--- config.mk ---
export PLATFORM = sky130hd
export DESIGN_NAME = stage30_flit_output_arbiter_flat
export DESIGN_NICKNAME = d
export VERILOG_FILES = /design/src/rtl/stage30_flit_output_arbiter_if.sv /design/src/rtl/stage30_flit_output_arbiter.sv /design/src/flat_wrapper.sv
export SDC_FILE = /design/constraint.sdc
export NUM_CORES = 1
export LEC_CHECK = 0
export CORE_MARGIN = 1.5
export CORE_UTILIZATION = 40
export CTS_BUF_LIST = sky130_fd_sc_hd__clkbuf_4
export CTS_CLUSTER_SIZE = 16
export DETAILED_ROUTE_END_ITERATION = 7
export PLACE_DENSITY = 0.81
export SLEW_MARGIN = 30
export SYNTH_ARGS = -nofsm -noshare
export SYNTH_HDL_FRONTEND = slang
export SYNTH_SLANG_ARGS = --single-unit
--- constraint.sdc ---
create_clock -name nocclk -period 1.8 [get_ports nocclk]
set_input_delay 0.36 -clock nocclk [delete_from_list [all_inputs] [get_ports nocclk]]
set_output_delay 0.36 -clock nocclk [all_outputs]
set_load 0.005 [all_outputs]
--- src/rtl/stage30_flit_output_arbiter_if.sv ---
// Flit type shared by the stage-30 output arbiter and its bus interface.
package types;
  localparam int FLIT_W = 32;
  typedef logic [FLIT_W-1:0] flit_t;
endpackage

// Bus bundle for the stage-30 output arbiter: two producer paths,
// the merged downstream stream, and the overflow reporting.
interface stage30_flit_output_arbiter_if #(
  parameter int DROP_CNT_WIDTH = 8
);
  logic                      in_sys_flit_valid;
  types::flit_t              in_sys_flit;
  logic                      out_sys_ready;
  logic                      in_normal_flit_valid;
  types::flit_t              in_normal_flit;
  logic                      out_normal_ready;
  logic                      in_downstream_ready;
  logic                      out_flit_valid;
  types::flit_t              out_flit;
  logic                      out_flit_is_sys;
  logic                      out_overflow;
  logic [DROP_CNT_WIDTH-1:0] out_drop_count;

  // Arbiter side
  modport slave (
    input  in_sys_flit_valid, in_sys_flit, in_normal_flit_valid, in_normal_flit,
    input  in_downstream_ready,
    output out_sys_ready, out_normal_ready, out_flit_valid, out_flit, out_flit_is_sys,
    output out_overflow, out_drop_count
  );

  // Pipeline / downstream side
  modport master (
    output in_sys_flit_valid, in_sys_flit, in_normal_flit_valid, in_normal_flit,
    output in_downstream_ready,
    input  out_sys_ready, out_normal_ready, out_flit_valid, out_flit, out_flit_is_sys,
    input  out_overflow, out_drop_count
  );
endinterface

--- src/rtl/stage30_flit_output_arbiter.sv ---
// Stage-30 output arbiter: one holding slot per path (sys / normal),
// system-priority arbitration with a burst cap, registered output stage.

// One-entry holding slot. Captures only while empty; a pop frees it on the
// same edge, so a refill lands one edge later at the earliest.
module stage30_flit_output_arbiter_slot (
  input  logic         nocclk,
  input  logic         rst_n,
  input  logic         in_valid,
  input  types::flit_t in_flit,
  input  logic         pop,
  output logic         full,
  output types::flit_t data,
  output logic         ovf
);
  // Slot occupancy and payload
  always_ff @(posedge nocclk or negedge rst_n) begin
    if (!rst_n) begin
      full <= 1'b0;
      data <= '0;
    end else if (full) begin
      if (pop) full <= 1'b0;
    end else if (in_valid) begin
      full <= 1'b1;
      data <= in_flit;
    end
  end

  // Offered flit that has nowhere to go this edge
  assign ovf = in_valid & full;
endmodule

module stage30_flit_output_arbiter #(
  parameter int SYS_BURST_MAX  = 4,
  parameter int DROP_CNT_WIDTH = 8
) (
  input  logic                           nocclk,
  input  logic                           rst_n,
  stage30_flit_output_arbiter_if.slave   bus
);
  localparam int NUM_SLOTS = 2;
  localparam int SYS       = 0;
  localparam int NRM       = 1;
  localparam logic [3:0] BURST_MAX = 4'(SYS_BURST_MAX);

  typedef enum logic [1:0] {ARB_IDLE, ARB_SYS, ARB_NORMAL} arb_state_e;

  logic [NUM_SLOTS-1:0]         slot_vld, slot_full, slot_pop, slot_ovf;
  types::flit_t [NUM_SLOTS-1:0] slot_in, slot_data;

  arb_state_e state_q, state_n;
  logic [3:0] burst_q, burst_n;
  logic       grant_sys, grant_nrm, out_free;

  logic                      out_vld_q, out_sys_q, ovf_q;
  types::flit_t              out_flit_q;
  logic [DROP_CNT_WIDTH-1:0] drop_q;

  assign slot_vld[SYS] = bus.in_sys_flit_valid;
  assign slot_in[SYS]  = bus.in_sys_flit;
  assign slot_vld[NRM] = bus.in_normal_flit_valid;
  assign slot_in[NRM]  = bus.in_normal_flit;
  assign slot_pop[SYS] = grant_sys;
  assign slot_pop[NRM] = grant_nrm;

  for (genvar g = 0; g < NUM_SLOTS; g++) begin : g_slot
    stage30_flit_output_arbiter_slot u_slot (
      .nocclk   (nocclk),
      .rst_n    (rst_n),
      .in_valid (slot_vld[g]),
      .in_flit  (slot_in[g]),
      .pop      (slot_pop[g]),
      .full     (slot_full[g]),
      .data     (slot_data[g]),
      .ovf      (slot_ovf[g])
    );
  end

  assign out_free = !out_vld_q || bus.in_downstream_ready;

  // Arbiter state register
  always_ff @(posedge nocclk or negedge rst_n) begin
    if (!rst_n) begin
      state_q <= ARB_IDLE;
      burst_q <= '0;
    end else begin
      state_q <= state_n;
      burst_q <= burst_n;
    end
  end

  // Grant selection and next state. The burst counter only counts sys wins
  // while a normal flit waits; it can never pass BURST_MAX because at the cap
  // the normal flit wins, so the increment needs no explicit clamp.
  always_comb begin
    state_n   = state_q;
    burst_n   = burst_q;
    grant_sys = 1'b0;
    grant_nrm = 1'b0;
    if (out_free) begin
      if (!slot_full[NRM]) burst_n = '0;
      unique case (state_q)
        ARB_SYS: begin
          if (slot_full[SYS] && (!slot_full[NRM] || burst_q < BURST_MAX)) begin
            grant_sys = 1'b1;
            if (slot_full[NRM]) burst_n = burst_q + 4'd1;
          end else if (slot_full[NRM]) begin
            grant_nrm = 1'b1;
            burst_n   = '0;
            state_n   = ARB_NORMAL;
          end else begin
            state_n = ARB_IDLE;
          end
        end
        ARB_IDLE, ARB_NORMAL: begin
          if (slot_full[SYS]) begin
            grant_sys = 1'b1;
            burst_n   = slot_full[NRM] ? 4'd1 : 4'd0;
            state_n   = ARB_SYS;
          end else if (slot_full[NRM]) begin
            grant_nrm = 1'b1;
            burst_n   = '0;
            state_n   = ARB_NORMAL;
          end else begin
            state_n = ARB_IDLE;
          end
        end
        default: state_n = ARB_IDLE;
      endcase
    end
  end

  // Output register: loads the winner when free, otherwise holds steady
  always_ff @(posedge nocclk or negedge rst_n) begin
    if (!rst_n) begin
      out_vld_q  <= 1'b0;
      out_flit_q <= '0;
      out_sys_q  <= 1'b0;
    end else if (out_free) begin
      out_vld_q <= grant_sys | grant_nrm;
      if (grant_sys | grant_nrm) begin
        out_flit_q <= grant_sys ? slot_data[SYS] : slot_data[NRM];
        out_sys_q  <= grant_sys;
      end
    end
  end

  // Overflow pulse and saturating drop counter; a double overflow is one event
  always_ff @(posedge nocclk or negedge rst_n) begin
    if (!rst_n) begin
      ovf_q  <= 1'b0;
      drop_q <= '0;
    end else begin
      ovf_q <= |slot_ovf;
      if (|slot_ovf && drop_q != '1) drop_q <= drop_q + 1'b1;
    end
  end

  assign bus.out_sys_ready    = !slot_full[SYS];
  assign bus.out_normal_ready = !slot_full[NRM];
  assign bus.out_flit_valid   = out_vld_q;
  assign bus.out_flit         = out_flit_q;
  assign bus.out_flit_is_sys  = out_sys_q;
  assign bus.out_overflow     = ovf_q;
  assign bus.out_drop_count   = drop_q;
endmodule

--- src/flat_wrapper.sv ---
// flat-port wrapper written by rule: the top's interface ports become plain ports
module stage30_flit_output_arbiter_flat 
#(
  parameter int SYS_BURST_MAX  = 4,
  parameter int DROP_CNT_WIDTH = 8
)
  (nocclk, rst_n, bus_in_sys_flit_valid, bus_in_sys_flit, bus_in_normal_flit_valid, bus_in_normal_flit, bus_in_downstream_ready, bus_out_sys_ready, bus_out_normal_ready, bus_out_flit_valid, bus_out_flit, bus_out_flit_is_sys, bus_out_overflow, bus_out_drop_count);
  stage30_flit_output_arbiter_if #(.DROP_CNT_WIDTH(DROP_CNT_WIDTH)) bus_i ();
  input  logic nocclk;
  input  logic rst_n;
  input wire logic [$bits(bus_i.in_sys_flit_valid)-1:0] bus_in_sys_flit_valid;
  input wire logic [$bits(bus_i.in_sys_flit)-1:0] bus_in_sys_flit;
  input wire logic [$bits(bus_i.in_normal_flit_valid)-1:0] bus_in_normal_flit_valid;
  input wire logic [$bits(bus_i.in_normal_flit)-1:0] bus_in_normal_flit;
  input wire logic [$bits(bus_i.in_downstream_ready)-1:0] bus_in_downstream_ready;
  output wire logic [$bits(bus_i.out_sys_ready)-1:0] bus_out_sys_ready;
  output wire logic [$bits(bus_i.out_normal_ready)-1:0] bus_out_normal_ready;
  output wire logic [$bits(bus_i.out_flit_valid)-1:0] bus_out_flit_valid;
  output wire logic [$bits(bus_i.out_flit)-1:0] bus_out_flit;
  output wire logic [$bits(bus_i.out_flit_is_sys)-1:0] bus_out_flit_is_sys;
  output wire logic [$bits(bus_i.out_overflow)-1:0] bus_out_overflow;
  output wire logic [$bits(bus_i.out_drop_count)-1:0] bus_out_drop_count;
  assign bus_i.in_sys_flit_valid = bus_in_sys_flit_valid;
  assign bus_i.in_sys_flit = bus_in_sys_flit;
  assign bus_i.in_normal_flit_valid = bus_in_normal_flit_valid;
  assign bus_i.in_normal_flit = bus_in_normal_flit;
  assign bus_i.in_downstream_ready = bus_in_downstream_ready;
  assign bus_out_sys_ready = bus_i.out_sys_ready;
  assign bus_out_normal_ready = bus_i.out_normal_ready;
  assign bus_out_flit_valid = bus_i.out_flit_valid;
  assign bus_out_flit = bus_i.out_flit;
  assign bus_out_flit_is_sys = bus_i.out_flit_is_sys;
  assign bus_out_overflow = bus_i.out_overflow;
  assign bus_out_drop_count = bus_i.out_drop_count;
  stage30_flit_output_arbiter #(.SYS_BURST_MAX(SYS_BURST_MAX), .DROP_CNT_WIDTH(DROP_CNT_WIDTH)) u_core (.nocclk(nocclk), .rst_n(rst_n), .bus(bus_i));
endmodule
=== Yosys cells after proc, flatten, opt, wreduce, memory -nomap -nowiden ===
Cells that the tools add are included.

* Word-level logic and storage cells: 64
* Bits in registers: 115
* Output and inout bits: 45
* Input bits: 69

* Multiplexer cells: 27
* $lt $le $gt $ge: 1
* $add $sub $neg: 2
* Eq/ne operators: 4
* Reductions and logical operators: 14
* Bitwise operators: 5

{| class="wikitable"
|+ Operators by type and width
! kind !! number
|-
| $mux W32 || 1
|-
| $mux W4 || 5
|-
| $mux W1 || 14
|-
| $add A8 B1 Y8 const B || 1
|-
| $ne A8 B8 Y1 const B || 1
|-
| $pmux W4 S2 || 1
|-
| $reduce_and A2 Y1 || 4
|-
| $mux W2 || 3
|-
| $add A4 B1 Y4 const B || 1
|-
| $lt A4 B3 Y1 const B || 1
|-
| $pmux W1 S2 || 2
|-
| $pmux W2 S2 || 1
|-
| $reduce_or A2 Y1 || 2
|-
| $logic_not A1 Y1 || 3
|-
| $and A1 B1 Y1 || 2
|-
| $eq A2 B1 Y1 const B || 1
|-
| $eq A2 B2 Y1 const B || 1
|-
| $logic_and A1 B1 Y1 || 2
|-
| $logic_not A2 Y1 || 1
|-
| $logic_or A1 B1 Y1 || 2
|-
| $ne A2 B2 Y1 const B || 1
|-
| $not A1 Y1 || 2
|-
| $or A1 B1 Y1 || 1
|}

=== Depth between registers and ports, before layout ===
Gate-level depths: netlist of the first run.

* Depth in word-level cells: 8
* Mapped depth: 5
* Gate-level depth less buffers: 5

=== Cells and area by module ===
From an unflattened synthesis of the first run, not the netlist that was laid out.

* Cell total of the unflattened synthesis: 393
* Area total of the unflattened synthesis: 5059.9 µm²

{| class="wikitable"
|+ Modules (own cells, without submodules)
! module !! instances !! sequential area each (µm²) !! area each (µm²) !! cells each
|-
| stage30_flit_output_arbiter_slot || 2 || 825.8 || 1387.6 || 73
|-
| stage30_flit_output_arbiter || 1 || 1226.2 || 2284.7 || 247
|}

=== Least setup slack after synthesis of the first run ===
No wires, ideal clock.

* Path kind: reg-to-reg
* From: reg u_core.drop_q[0] (netlist: u_core.bus.out_drop_count[0])
* To: reg u_core.drop_q[1] (netlist: u_core.bus.out_drop_count[1])
* Path slack: 0.020 ns
* Data arrival time: 1.656 ns
* Library setup time: 0.125 ns
* Required time: 1.675 ns
* Clock period less this slack: 1.780 ns
* Buffers on the path: 0
* Cell stages (with the launch flop): 5
* Path through: dfrtp_1 ha_1 and3_1 a31oi_1 mux2_2

* Word-level cells in the longest chain between the ends: 2
* Elaborated cells between the ends (all ways): 3
* Classes of those cells: add/sub: 1; eq/ne: 1; reduce/logical: 1

{| class="wikitable"
|+ Ends and longest elaborated chain
! what !! line !! RTL
|-
| start: declaration || stage30_flit_output_arbiter.sv:57 || <nowiki>logic [DROP_CNT_WIDTH-1:0] drop_q;</nowiki>
|-
| start signal: assignment || stage30_flit_output_arbiter.sv:155 || <nowiki>if (|slot_ovf && drop_q != '1) drop_q <= drop_q + 1'b1;</nowiki>
|-
| branches (longest 2 deep; another with $add A8 B1 Y8) || n/a ||
|}

Parallel ways; which one is timed is not known.
A chain may end at the register's enable or synchronous reset.

=== Worst setup path in the final report of the first run ===
* From: reg u_core.burst_q[3]
* To: reg u_core.out_flit_q[18] (netlist: u_core.bus.out_flit[18])

* Word-level cells in the longest chain between the ends: 8
* Elaborated cells between the ends (all ways): 12
* Classes of those cells: order compare: 1; mux: 7; bitwise: 1; reduce/logical: 3

{| class="wikitable"
|+ Ends and longest elaborated chain
! what !! line !! RTL
|-
| start: declaration || stage30_flit_output_arbiter.sv:52 || <nowiki>logic [3:0] burst_q, burst_n;</nowiki>
|-
| start signal: assignment || stage30_flit_output_arbiter.sv:88 || <nowiki>burst_q <= burst_n;</nowiki>
|-
| $lt A4 B3 Y1 (*) || stage30_flit_output_arbiter.sv:104 || <nowiki>if (slot_full[SYS] && (!slot_full[NRM] || burst_q < BURST_MAX)) begin</nowiki>
|-
| $logic_or A1 B1 Y1 (*) || stage30_flit_output_arbiter.sv:104 ||
|-
| $logic_and A1 B1 Y1 (*) || stage30_flit_output_arbiter.sv:104 ||
|-
| $mux W1 || stage30_flit_output_arbiter.sv:104 ||
|-
| $pmux W1 S2 || stage30_flit_output_arbiter.sv:102 || <nowiki>unique case (state_q)</nowiki>
|-
| $mux W1 || stage30_flit_output_arbiter.sv:100 || <nowiki>if (out_free) begin</nowiki>
|-
| $or A1 B1 Y1 || stage30_flit_output_arbiter.sv:141 || <nowiki>if (grant_sys | grant_nrm) begin</nowiki>
|-
| $reduce_and A2 Y1 (no source line) || n/a ||
|-
| end signal: assignment || stage30_flit_output_arbiter.sv:142 || <nowiki>out_flit_q <= grant_sys ? slot_data[SYS] : slot_data[NRM];</nowiki>
|-
| end: declaration || stage30_flit_output_arbiter.sv:56 || <nowiki>types::flit_t out_flit_q;</nowiki>
|}

Mark *: on every way between the ends. The rest lies on a longest branch, timed or not.

==> results.toml, run 1 <==
[floorplan]
ioPinCount = 114
dieWidth_um = 111
core_um2 = 11400
die-area_um2 = 12300
die_h_um = 111
initial_core_util = 0.408
core.rowCount = 39

[drt]
vias = 3232
wl_per_cell_um = 17.3
antenna_left = 0
drc = 0
drt_iter0_markers = 129
routed_via_density = 5.15
wl_um = 10800
drt_first_pass_iters = 4

[pwr]
power_mw = 11.6
p_leak_nw = 3.19
powerDensity_nw_per_um2 = 1740
max-vdd-ir-drop_mv = 0.895

[final_layout]
fin_nets = 542
num_antenna_cells = 0
n_fill_cell = 924
drive_gt1_frac = 0.326
final_cell_mix = "dfrtp_1 (112), clkdlybuf4s50_1 (90), mux2_2 (65)"
final_core_util = 0.584
stdcell_area_um2 = 6640
area_growth_pct = 43.2
instances_no_fill = 627
final_common_cell = "dfrtp_1"

[place]
routabilityCongestion = 0.744
port_buffers = 113
placedCellCount = 569
place_hpwl_um = 7150
place_area_um2 = 6060
dpl_worst_slack_ns = -0.376

[timing]
setup_slack_ns = 0.0406
fin_skew_ns = 0.0243
drv_slew = 0
tns_ns = 0
fin_hold_ws_ns = 0.346
max-slew-margin-rel = 0.641
hold_viol = 0
max_freq_mhz = 568
fin_crit_ns = 1.76
setup_viol = 0
worst_pin_slew_ns = 0.537
period_share = 0.977

[clock_network]
clkLatencyLatePin_ns = 0.48
cts-root-buf = "clkbuf_4"
cts_made_buffers = 17
htreeDepth = 4
cts_sinks = 115
clock_path_buffers = 2
clkTransAtPathRegs_ns = 0.11
cts_tree = "done"

[worst_setup_path]
crit_type = "flip-flop to flip-flop"
crit_path_end_kind = "flip-flop"
crit_fanout = 6
worstSetupStartpointType = "flip-flop"
worst-path-buf-inv = 3
crit_path_frequent_cell = "buf_4"
crit_required_ns = 2.17
crit_family = "buffers and inverters"
path_cells = "o211a_1, nor4_4, buf_4, buf_4, nor2_4, buf_4, a21o_1"
cpPeakStageDelay_ns = 0.46
slowest_stage = "dfrtp_2"
rrSetupSlack_ns = 0.04
critPathArrivalTime_ns = 2.13

[synth]
synth_area_um2 = 4640
syn_inst = 312
ys_ff_latch = 115
synth.net_count = 383
ys_types = 34
ys_warn_count = 0
yosysSeqAreaShare = 0.620
syn_avg_cell_area_um2 = 14.9

[grt]
antenna_found_initial = 0
grt_max_degree = 41
overflow = 0
first_global_vias = 3486
grtUsageTotal = 0.178
grt_pass1_wl_um = 17200

[outcome]
outcome = "completed"

[flow_run]
drv_cap = 0

[min_path]
hp-class = "input port to asynchronous set/reset pin"
-- layout make-up --
type / count / area (µm²) / share of cell area
sequential: 115 / 2880 / 0.434
multi-input combinational: 177 / 1670 / 0.251
timing repair buffer: 156 / 1570 / 0.237
clock inverter: 13 / 184 / 0.0277
tap: 143 / 179 / 0.0269
clock buffer: 19 / 143 / 0.0215
inverter: 4 / 17.5 / 0.00264
-- cell usage after synthesis --
cell | n | share of area
ha_1 | 2 | 0.0054
a31oi_1 | 1 | 0.0013
nor3_1 | 1 | 0.0011
and2_1 | 1 | 0.0013
nand2_1 | 4 | 0.0032
buf_6 | 6 | 0.015
and3_1 | 3 | 0.0040
xor2_1 | 1 | 0.0019
xnor2_1 | 6 | 0.011
inv_1 | 3 | 0.0024
a22oi_1 | 1 | 0.0016
nand2b_1 | 1 | 0.0013
dfrtp_1 | 115 | 0.62
a32o_1 | 2 | 0.0043
nand4_1 | 3 | 0.0040
a21o_2 | 3 | 0.0057
nor2_4 | 1 | 0.0024
o211a_1 | 1 | 0.0022
mux2_2 | 65 | 0.16
o21bai_1 | 3 | 0.0049
inv_2 | 1 | 0.00081
a21o_1 | 31 | 0.050
o41ai_1 | 1 | 0.0019
nor2b_1 | 3 | 0.0040
and2_2 | 1 | 0.0016
buf_2 | 4 | 0.0043
a22o_1 | 33 | 0.062
nor4_4 | 1 | 0.0046
a2111oi_4 | 1 | 0.0059
clkbuf_1 | 7 | 0.0057
o21ai_0 | 2 | 0.0022
and4_2 | 1 | 0.0022
o21ai_2 | 1 | 0.0019
nor2_1 | 2 | 0.0016
-- logic make-up after synthesis --
logic type	Yosys count	synth area share
and+or+nand+nor	22	0.0315
AOI/OAI and AO/OA	80	0.144
adders and majority gates	2	0.00539
buffers and inverters	21	0.0278
DFF	115	0.620
xor gates and xnor gates	7	0.0132
muxes	65	0.158
-- per-layer routing --
metal | global-route usage | share of wire | up-vias
li1 | - | - | 1472
met1 | 0.201 | 0.41 | 1665
met2 | 0.327 | 0.54 | 85
met3 | 0.0437 | 0.037 | 10
met4 | 0.0624 | 0.010 | 0
met5 | 0 | 0 | -
-- flip-flops by register name, indices dropped and copies added (netlist names) --
name / cells
u_core.bus.out_overflow: 1
u_core.bus.out_flit_valid: 1
u_core.burst_q: 4
u_core.state_q: 2
u_core.bus.out_flit_is_sys: 1
u_core.bus.out_drop_count: 8
u_core.bus.out_flit: 32
u_core.g_slot.u_slot.full: 2
u_core.g_slot.u_slot.data: 64
-- report_power, final --
| part | internal [mW] | total (mW) | switching [mW] |
|---|---|---|---|
| registers | 3.87 | 4.60 | 0.736 |
| clock network | 1.14 | 2.13 | 0.990 |
| logic | 2.97 | 4.84 | 1.87 |
| total | 7.97 | 11.6 | 3.59 |
-- worst paths after layout --
check / startpoint / to / cells past startpoint
setup / recovery: u_core.burst_q[3]$_DFFE_PN0P_ / u_core.bus.out_flit[18]$_DFFE_PN0P_ / 7
hold / removal: rst_n / u_core.bus.out_drop_count[2]$_DFFE_PN0P_ / 2
setup reg to reg: u_core.burst_q[3]$_DFFE_PN0P_ / u_core.bus.out_flit[18]$_DFFE_PN0P_ / 7
hold reg to reg: u_core.bus.out_flit[1]$_DFFE_PN0P_ / u_core.bus.out_flit[1]$_DFFE_PN0P_ / 1
max in group asynchronous: rst_n / u_core.g_slot[1].u_slot.full$_DFF_PN0_ / 3
min in group nocclk: bus_in_normal_flit[12] / u_core.g_slot[1].u_slot.data[12]$_DFFE_PN0P_ / 2
-- timing repair --
action | in CTS | in global routing
endpoints found under the setup margin | 29 | 57
pin swaps | 3 | 6
hold buffers | 1 | 0
endpoints found under the hold margin | 27 | 0
cloned | 0 | 1
gates resized for setup | 13 | 20
buffers inserted | 8 | 16
Power figures use the tool's default switching activity.
==> inputs of run 2 (changes only) <==
--- a/config.mk
+++ b/config.mk
@@ -10,6 +10,7 @@
 export CTS_BUF_LIST = sky130_fd_sc_hd__clkbuf_4
 export CTS_CLUSTER_SIZE = 16
 export DETAILED_ROUTE_END_ITERATION = 7
+export HOLD_SLACK_MARGIN = 0.02
 export PLACE_DENSITY = 0.81
 export SLEW_MARGIN = 30
 export SYNTH_ARGS = -nofsm -noshare
==> results of run 2 <==
Same layout as run 1: the final DEF is identical, and so are final timing and power.
